`src/rtl/butterfly_pkg.sv`:
```
// Shared types and constants for the ButterFly instruction prefetcher.
package butterfly_pkg;

  localparam logic [31:0] RESET_PC_DEFAULT = 32'h0000_0000;

  typedef struct packed {
    logic [31:0] instr;
    logic [31:0] pc;
  } fetch_entry_t;

  typedef enum logic {
    PF_RUN,
    PF_FLUSH
  } pf_state_e;

endpackage

```
`src/rtl/butterfly_sync_fifo.sv`:
```
// Small synchronous FIFO with a clear input; the head entry is readable
// combinationally so a pushed entry is visible the cycle after the push.
module butterfly_sync_fifo #(
  parameter int WIDTH = 32,
  parameter int DEPTH = 4
) (
  input  logic                     clk,
  input  logic                     rst,
  input  logic                     clear,
  input  logic                     push,
  input  logic [WIDTH-1:0]         push_data,
  input  logic                     pop,
  output logic [WIDTH-1:0]         head,
  output logic [$clog2(DEPTH):0]   count
);

  localparam int AW = $clog2(DEPTH);

  logic [WIDTH-1:0] mem [DEPTH];
  logic [AW-1:0]    wr_ptr_reg, rd_ptr_reg;
  logic [AW:0]      count_reg;

  always_ff @(posedge clk or posedge rst) begin
    if (rst) begin
      wr_ptr_reg <= '0;
      rd_ptr_reg <= '0;
      count_reg  <= '0;
    end else if (clear) begin
      wr_ptr_reg <= '0;
      rd_ptr_reg <= '0;
      count_reg  <= '0;
    end else begin
      if (push) wr_ptr_reg <= wr_ptr_reg + AW'(1);
      if (pop)  rd_ptr_reg <= rd_ptr_reg + AW'(1);
      case ({push, pop})
        2'b10:   count_reg <= count_reg + (AW+1)'(1);
        2'b01:   count_reg <= count_reg - (AW+1)'(1);
        default: count_reg <= count_reg;
      endcase
    end
  end

  // Storage carries no reset; the pointers and count define what is valid.
  always_ff @(posedge clk) begin
    if (push && !clear) mem[wr_ptr_reg] <= push_data;
  end

  assign head  = mem[rd_ptr_reg];
  assign count = count_reg;

endmodule

```
`src/rtl/butterfly_prefetch.sv`:
```
// Sequential instruction prefetcher with redirect flush and in-flight drop.
// Optional statistics counters are enabled by defining BUTTERFLY_PREFETCH_STATS_EN.
module butterfly_prefetch
  import butterfly_pkg::*;
#(
  parameter int          DEPTH    = 4,
  parameter logic [31:0] RESET_PC = RESET_PC_DEFAULT
) (
  input  logic        clk_i,
  input  logic        rst_i,
  input  logic        redirect_i,
  input  logic [31:0] redirect_pc_i,
  output logic        instr_valid_o,
  output logic [31:0] instr_o,
  output logic [31:0] instr_pc_o,
  input  logic        instr_ready_i,
  output logic        mem_req_o,
  output logic [31:0] mem_addr_o,
  input  logic        mem_gnt_i,
  input  logic        mem_rvalid_i,
  input  logic [31:0] mem_rdata_i
`ifdef BUTTERFLY_PREFETCH_STATS_EN
  ,
  output logic [31:0] stat_redirects_o,
  output logic [31:0] stat_starve_o,
  output logic [31:0] stat_dropped_o
`endif
);

  localparam int FW = $clog2(DEPTH) + 1;
  // One spare bit: a grant racing a redirect can leave DEPTH+1 responses owed.
  localparam int CW = $clog2(DEPTH) + 2;

  pf_state_e    state_reg, state_next;
  logic [31:0]  fetch_pc_reg, fetch_pc_next;
  logic [CW-1:0] outstanding_reg, outstanding_next;
  logic [CW-1:0] drop_cnt_reg, drop_cnt_next;
  logic [FW-1:0] fifo_count, tag_count;
  logic [31:0]  tag_head;
  fetch_entry_t head_entry, push_entry;
  logic         grant, keep, pop, instr_valid;
  logic         unused_pc_bits;

  assign unused_pc_bits = ^redirect_pc_i[1:0];

  assign mem_req_o  = !rst_i && !redirect_i &&
                      ((CW'(fifo_count) + outstanding_reg) < CW'(DEPTH));
  assign mem_addr_o = fetch_pc_reg;
  assign grant      = mem_req_o && mem_gnt_i;
  assign keep       = mem_rvalid_i && !redirect_i && (state_reg == PF_RUN) && (tag_count != '0);
  assign instr_valid = (fifo_count != '0);
  assign pop        = instr_valid && instr_ready_i && !redirect_i;
  assign push_entry = '{instr: mem_rdata_i, pc: tag_head};

  always_ff @(posedge clk_i or posedge rst_i) begin
    if (rst_i) begin
      state_reg       <= PF_RUN;
      fetch_pc_reg    <= RESET_PC;
      outstanding_reg <= '0;
      drop_cnt_reg    <= '0;
    end else begin
      state_reg       <= state_next;
      fetch_pc_reg    <= fetch_pc_next;
      outstanding_reg <= outstanding_next;
      drop_cnt_reg    <= drop_cnt_next;
    end
  end

  always_comb begin
    state_next       = state_reg;
    fetch_pc_next    = fetch_pc_reg;
    outstanding_next = outstanding_reg;
    drop_cnt_next    = drop_cnt_reg;
    if (redirect_i) begin
      // Everything still owed by memory, including a grant racing the redirect, is stale.
      drop_cnt_next    = outstanding_reg + CW'(mem_gnt_i) - CW'(mem_rvalid_i);
      outstanding_next = drop_cnt_next;
      fetch_pc_next    = {redirect_pc_i[31:2], 2'b00};
      state_next       = (drop_cnt_next != '0) ? PF_FLUSH : PF_RUN;
    end else begin
      outstanding_next = outstanding_reg + CW'(grant) - CW'(mem_rvalid_i);
      if (grant) fetch_pc_next = fetch_pc_reg + 32'd4;
      if (state_reg == PF_FLUSH && mem_rvalid_i) begin
        drop_cnt_next = drop_cnt_reg - CW'(1);
        if (drop_cnt_next == '0) state_next = PF_RUN;
      end
    end
  end

  butterfly_sync_fifo #(.WIDTH($bits(fetch_entry_t)), .DEPTH(DEPTH)) u_entry_fifo (
    .clk       (clk_i),
    .rst       (rst_i),
    .clear     (redirect_i),
    .push      (keep),
    .push_data (push_entry),
    .pop       (pop),
    .head      (head_entry),
    .count     (fifo_count)
  );

  butterfly_sync_fifo #(.WIDTH(32), .DEPTH(DEPTH)) u_tag_fifo (
    .clk       (clk_i),
    .rst       (rst_i),
    .clear     (redirect_i),
    .push      (grant),
    .push_data (fetch_pc_reg),
    .pop       (keep),
    .head      (tag_head),
    .count     (tag_count)
  );

  assign instr_valid_o = instr_valid;
  assign instr_o       = instr_valid ? head_entry.instr : 32'h0;
  assign instr_pc_o    = instr_valid ? head_entry.pc    : 32'h0;

`ifdef BUTTERFLY_PREFETCH_STATS_EN
  logic [2:0] stat_inc;
  assign stat_inc = {mem_rvalid_i && !keep, instr_ready_i && !instr_valid, redirect_i};

  for (genvar gi = 0; gi < 3; gi++) begin : g_stat
    logic [31:0] cnt_reg;
    always_ff @(posedge clk_i or posedge rst_i) begin
      if (rst_i)                                 cnt_reg <= '0;
      else if (stat_inc[gi] && cnt_reg != '1)    cnt_reg <= cnt_reg + 32'd1;
    end
  end

  assign stat_redirects_o = g_stat[0].cnt_reg;
  assign stat_starve_o    = g_stat[1].cnt_reg;
  assign stat_dropped_o   = g_stat[2].cnt_reg;
`endif

endmodule

```
`config.mk`:
```
export PLATFORM = sky130hd
export DESIGN_NAME = butterfly_prefetch
export DESIGN_NICKNAME = d
export VERILOG_FILES = /design/src/rtl/butterfly_pkg.sv /design/src/rtl/butterfly_sync_fifo.sv /design/src/rtl/butterfly_prefetch.sv
export SDC_FILE = /design/constraint.sdc
export NUM_CORES = 1
export LEC_CHECK = 0
export ABC_CLOCK_PERIOD_IN_PS = 4000
export BUFFER_PORTS_ARGS = -buffer_cell sky130_fd_sc_hd__buf_2
export CAP_MARGIN = 40
export CORE_MARGIN = 1.5
export CORE_UTILIZATION = 59
export CTS_CLUSTER_DIAMETER = 50
export CTS_CLUSTER_SIZE = 10
export DETAILED_ROUTE_END_ITERATION = 7
export GPL_TIMING_DRIVEN = 0
export PLACE_DENSITY_LB_ADDON = 0.15
export SETUP_SLACK_MARGIN = 0.4
export SLEW_MARGIN = 5
export SYNTH_ARGS = -nofsm -noshare
export SYNTH_HDL_FRONTEND = slang
export SYNTH_HIERARCHICAL = 1
export SYNTH_SLANG_ARGS = --single-unit
```
`constraint.sdc`:
```
create_clock -name clk_i -period 4 [get_ports clk_i]
set_input_delay 1 -clock clk_i [delete_from_list [all_inputs] [get_ports clk_i]]
set_output_delay 1 -clock clk_i [all_outputs]
set_load 0.005 [all_outputs]
```
# Word-level counts from Yosys, hierarchy flattened
# Memory sizes are Yosys's and may differ from the RTL's.
# Cells that the tools add are included.
# totals
regBits,55
ram_bits,384
inputBits,70
output_inout_bits,98
word_cells,85
memories,2
# classes
add_sub_neg,15
order_cmp,1
n_eq_ne,4
muxes,27
bitwise_logic,1
n_reduce_logical,25
# memory_table
name,words,width,read_ports,rd_ports_with_merged_regs,write_ports,line_no,text
u_entry_fifo.mem,4,64,1,0,1,butterfly_sync_fifo.sv:19,logic [WIDTH-1:0] mem [DEPTH];
u_tag_fifo.mem,4,32,1,0,1,butterfly_sync_fifo.sv:19,
# op_table
operator,n
32-bit two-way mux,4
"32-bit by 3-bit adder with 32-bit output, second input constant",1
2-bit two-way mux,8
4-bit two-way mux,3
3-bit one-hot mux with 2 select lines,2
3-bit nonzero test,4
1-bit logical AND,11
2-bit nonzero test,5
"2-bit by 1-bit adder with 2-bit output, second input constant",4
4-bit by 1-bit adder with 4-bit output,2
1-bit two-way mux,8
4-bit by 1-bit subtractor with 4-bit output,2
"3-bit by 1-bit adder with 3-bit output, second input constant",2
3-bit two-way mux,2
"3-bit by 1-bit subtractor with 3-bit output, second input constant",2
3-bit by 4-bit adder with 4-bit output,1
"2-bit by 1-bit == test with 1-bit output, second input constant",2
"2-bit == test, second input constant",2
4-bit zero test,1
"4-bit by 3-bit < comparator with 1-bit output, second input constant",1
4-bit nonzero test,1
"4-bit by 1-bit subtractor with 4-bit output, second input constant",1
1-bit zero test,2
2-bit AND reduction,1
1-bit NOT,1

# Depth between registers and ports, before layout
# depth
depth_word,7
ltp_mapped,12
mapped_depth_nobuf,12

# Cells and area by module
# Netlist, hierarchy kept.
# by_module_without_submodules
mod,instances,cells_each,area_each_um2,seq_area_each_um2
butterfly_sync_fifo (u_entry_fifo),1,376,9660.5,7862.5
butterfly_sync_fifo (u_tag_fifo),1,210,5096.1,4018.9
butterfly_prefetch,1,366,3034.2,975.9

# Worst setup path before layout
# No wires, ideal clock.
# synth_path
path_kind,input to register
from,input port redirect_i
to,"memory u_entry_fifo/mem[0][0] in the netlist's numbering, enable pin"
setup_time_ps,429
arrival_ps,4173
required_ps,3571
slack_ps,-602
stages,6
n_path_buf,3
path_cell_list,clkbuf_1 -> clkbuf_1 -> nor4b_1 -> buf_2 -> nor2b_1 -> and2_1
# synth_via
elab_chain_cells,7
# synth_rtl
element,line_no,text
from (decl),butterfly_prefetch.sv:11,"input logic redirect_i,"
1-bit zero test,butterfly_prefetch.sv:50,assign keep = mem_rvalid_i && !redirect_i && (state_reg == PF_RUN) && (tag_count != '0);
1-bit logical AND (3 in series),butterfly_prefetch.sv:50,
net keep,butterfly_prefetch.sv:41,"logic grant, keep, pop, instr_valid;"
1-bit logical AND,butterfly_sync_fifo.sv:45,if (push && !clear) mem[wr_ptr_reg] <= push_data;
1-bit two-way mux,butterfly_sync_fifo.sv:45,
1-bit two-way mux (implied by the code),butterfly_sync_fifo.sv:45,
to (decl),butterfly_sync_fifo.sv:19,
# The timed path passes the listed nets, and every way through them passes these cells.

# Worst setup path in the final report
# layout_path
from,"register u_entry_fifo.count_reg[0], in the netlist u_entry_fifo/count[0]"
to,output port instr_pc_o[21]
# layout_via
elab_chain_cells,2
# layout_rtl
element,line_no,text
from (decl),butterfly_sync_fifo.sv:21,logic [AW:0] count_reg;
from (signal assigned),butterfly_sync_fifo.sv:36,2'b10: count_reg <= count_reg + (AW+1)'(1);
from (signal assigned),butterfly_sync_fifo.sv:37,2'b01: count_reg <= count_reg - (AW+1)'(1);
from (signal assigned),butterfly_sync_fifo.sv:38,default: count_reg <= count_reg;
3-bit nonzero test,butterfly_prefetch.sv:51,assign instr_valid = (fifo_count != '0);
32-bit two-way mux,butterfly_prefetch.sv:114,assign instr_pc_o = instr_valid ? head_entry.pc : 32'h0;
to (decl),butterfly_prefetch.sv:15,"output logic [31:0] instr_pc_o,"
# No other way between the ends.

==> results by stage <==
Global route:
- Across every metal layer, demand over resource in global routing totals 0.232.
- The global-route wire length before repair is 54.6 mm.
- The initial antenna violation count is 0.
- For this run the aggregate overflow at the end of global routing stands at 0.
- Entering global routing, the biggest net connects 52 pins.
- The via count of the first global-routing pass is 9,643.

Logic synthesis:
- Averaged over all synthesized cells, the footprint is 18.7 sq um.
- Of the total synthesized cell area, the portion taken by AND, OR, NAND and NOR gates is 0.0659.
- Among all flip-flop cells after synthesis, the most frequent one is sky130_fd_sc_hd__edfxtp_1.
- The sequential fraction of the synthesis area is 0.723.
- The synthesized netlist contains 57 unique library cells.
- The number of enable-type register cells in the synthesized netlist is 384.
- The multiplexer share of the synthesized area is 0.127.
- The xor-xnor portion of the synthesized cell area is 0.0143.
- Counting every instance in the synthesized netlist gives 952.
- By area, the combinational part of the netlist is dominated by multiplexers.
- The share of flip-flops with an asynchronous set or reset is 0.121.
- The synthesized design contains 437 register bits.
- The complex-gate fraction of the synthesized area is 0.0282.
- Of the total synthesized cell area, the portion taken by full adders, half adders and majority gates is 0.0186.
- The number of warnings printed during yosys synthesis is 6.
- Summing every instance area after synthesis gives 17,800 sq um.

Placed design:
- The number of cells after detailed placement is 1,523.
- During placement, the flow inserted port buffers numbering 162.
- Detailed placement ended at an HPWL of 22.5 mm.
- At the end of routability-driven placement, the weighted congestion stood at 0.878.
- The setup slack after placement is -0.0163 ns.

Cells and area:
- The number of standard cells in the final layout excluding fillers is 1,611.
- Leaving out fill and tap cells, the most frequent cell in the layout is sky130_fd_sc_hd__edfxtp_1.
- In the layout the commonest cells are sky130_fd_sc_hd__edfxtp_1 (384), sky130_fd_sc_hd__buf_2 (174), sky130_fd_sc_hd__mux4_2 (92).
- The register with the most flip-flops is u_entry_fifo/mem.
- The layout net count is 1,281.
- The area growth from synthesis to final layout is 16.9%.
- The proportion of layout cells with a drive suffix above 1 is 0.302.
- The antenna cell count is 0.
- The register with the most flip-flops in the layout has 256 of them.

STA:
- The share of the clock period used by the worst path is 0.861.
- The total negative slack for setup checks is 0 ns.
- Final hold analysis gives a worst-case slack of 0.445 ns.
- The worst-case setup margin in the final layout is 0.558 ns.
- The hold violation total from the final report is 0.
- Static timing analysis puts the maximum clock frequency at 291 MHz.
- The worst-case headroom to the max-slew limit is 0.505.
- The clock period minus worst slack is 3.44 ns.
- Setup repair after global routing left no endpoint under its margin.
- Between clock sinks in the finished design, the worst skew comes to 0.0313 ns.
- The setup-violating endpoint count in the final report is 0.
- The count of final max-slew check failures is 0.
- At the pin with the least slew margin, the transition time is 0.742 ns.

Min path:
- The path class of the tightest hold or removal check is input port to async pin.

Pwr:
- In this run the power density over the cells is 474 nW/um^2.
- The share of total power dissipated in the clock network is 0.404.
- Summed over all nets, the switching power comes to 0.00212 W.
- The maximum vdd drop is 293 uV.
- Of the total power, combinational logic draws 0.069.
- Of the total power, registers draw 0.528.
- Of the total power, the share spent switching nets is 0.215.
- The internal power consumption is 0.00774 W.
- The leakage component of the power is 7.34 nW.
- The total power is 0.00986 W.

Job:
- The max capacitance violation total is 0.

Setup path:
- The maximum fanout along the worst path is 10.
- The type of element launching the critical path is a register.
- The worst register-to-register path begins at outstanding_reg[1].
- The critical path required time is 3.00 ns.
- The data arrival time at the worst-slack endpoint is 2.44 ns.
- The kind of end point of the critical path is an output pin.
- The critical path in this run is classified as register to output pin.
- The launch point of the worst path is u_entry_fifo/count[0].

Clock tree:
- After clock tree synthesis, the clock-pin slew on the worst setup and hold paths is 0.06 ns.
- The maximum level of the CTS H-tree is 2.
- For this design, the CTS-stage hold fixing added 0 buffers.
- The clock tree root buffer cell is sky130_fd_sc_hd__clkbuf_16.
- The maximum number of buffers from clock root to sink is 3.
- At the later pin of the worst-skew pair, clock insertion delay measures 0.55 ns.
- The clock tree from TritonCTS is built.
- The number of sinks on the clock net is 437.
- The number of clock buffers inserted by TritonCTS is 50.

Drt:
- Summed over all layers, the routed wires come to 34.9 mm.
- The average routed wire per standard cell is 21.6 microns.
- Dividing the detail-routed via count by the number of cells gives 5.87.
- The number of nets with antenna violations after routing is 0.
- For this block, the initial DRC count from the detailed router was 632.
- The post-route DRC violation count is 0.
- The total via count after detailed routing is 9,459.
- The number of iterations in the first detailed-routing pass is 5.

Floorplanning:
- The area of the die is 31,200 sq um.
- The number of ports placed on the die boundary is 168.
- The height of the chip is 177 microns.
- The floorplan has 63 rows.
- For this configuration, the core starts out at a cell density of 0.600.
- The area of the core region is 29,600 sq um.
- Measured along the x axis, the die boundary spans 177 microns.

Outcome:
- The flow ran to the end, and the final reports show no timing, DRC or antenna violations.
-- critical path: stages (launching register included) --
cell	delay [ns]
sky130_fd_sc_hd__dfrtp_1	0.44
sky130_fd_sc_hd__or3_1	0.51
sky130_fd_sc_hd__clkbuf_2	0.28
sky130_fd_sc_hd__clkbuf_1	0.28
sky130_fd_sc_hd__and2_1	0.23
sky130_fd_sc_hd__buf_2	0.15
-- kinds of logic (layout without fill, tap and decap cells) --
group / after synthesis / in the layout
AOI/OAI and AO/OA: 77 / 77
other: 1 / 10
muxes: 104 / 104
xor gates and xnor gates: 29 / 29
and+or+nand+nor: 209 / 209
DFF: 437 / 437
adders and majority gates: 24 / 24
buffers and inverters: 71 / 331
-- area by class of cell --
type                    instances  area (sq um)
repair buffers                174          1040
inverters                      23          86.3
flip-flops and latches        437         12900
fillers                      1969          8830
multi-input cells             453          4580
plain buffers                  48           330
clock inverters                 4          25.0
well taps                     390           488
clock buffers                  82          1400
-- power groups by stage --
| stage | Clock, W | Combinational, W | Sequential [W] |
|---|---|---|---|
| 2_1_floorplan | 0 | 0.000450 | 0.00525 |
| 3_3_place_gp | 0 | 0.000636 | 0.00529 |
| 3_5_place_dp | 0 | 0.000655 | 0.00529 |
| 4_1_cts | 0.00407 | 0.000663 | 0.00520 |
| 5_1_grt | 0.00424 | 0.000756 | 0.00522 |
| 6_report | 0.00398 | 0.000676 | 0.00520 |
-- metrics by stage --
| stage | utilization | area (sq um) |
|---|---|---|
| after floorplan | - | 17800 |
| after global placement | 0.645 | 19100 |
| after detailed placement | 0.653 | 19400 |
| after CTS | 0.701 | 20800 |
| after global routing | 0.702 | 20800 |
| final | 0.702 | 20800 |
-- metal layers --
metal | part of all wire | up-vias | GRT usage
met1 | 0.43 | 4822 | 0.328
met4 | 0.021 | 0 | 0.0646
met3 | 0.064 | 48 | 0.0393
met2 | 0.49 | 357 | 0.378
met5 | 0 | - | 0
li1 | - | 4232 | -
-- final timing paths --
check                                                 to  slack (ns)  cells after the start
worst max-delay path                      instr_pc_o[21]        0.56                      5
worst min-delay path                      mem_addr_o[25]        0.44                      2
worst max register to register       u_tag_fifo/count[2]        0.69                     12
worst min register to register  u_tag_fifo/wr_ptr_reg[1]        0.59                      2
max in group asynchronous                 mem_addr_o[19]        3.11                      3
min in group clk_i              u_tag_fifo/wr_ptr_reg[1]        0.59                      2
-- repair_timing --
action / in CTS / in global routing
gates resized for setup: 1 / 6
setup buffers: 0 / 2
endpoints found under the setup margin: 15 / 154
pin swaps: 0 / 1
-- synthesized netlist by cell type, types with 12 or more instances --
library cell	instances	area [sq um]
sky130_fd_sc_hd__xnor2_1	14	123
sky130_fd_sc_hd__nand2_1	32	120
sky130_fd_sc_hd__a31oi_1	18	113
sky130_fd_sc_hd__ha_1	20	250
sky130_fd_sc_hd__inv_1	22	82.6
sky130_fd_sc_hd__nor2_1	38	143
sky130_fd_sc_hd__o21ai_0	25	125
sky130_fd_sc_hd__edfxtp_1	384	11500
sky130_fd_sc_hd__xor2_1	15	131
sky130_fd_sc_hd__dfrtp_1	53	1330
sky130_fd_sc_hd__and2_1	72	450
sky130_fd_sc_hd__mux4_2	92	2070
sky130_fd_sc_hd__or3_1	12	75.1
sky130_fd_sc_hd__clkbuf_1	19	71.3
Note: power is estimated with default switching activity, not from simulation.
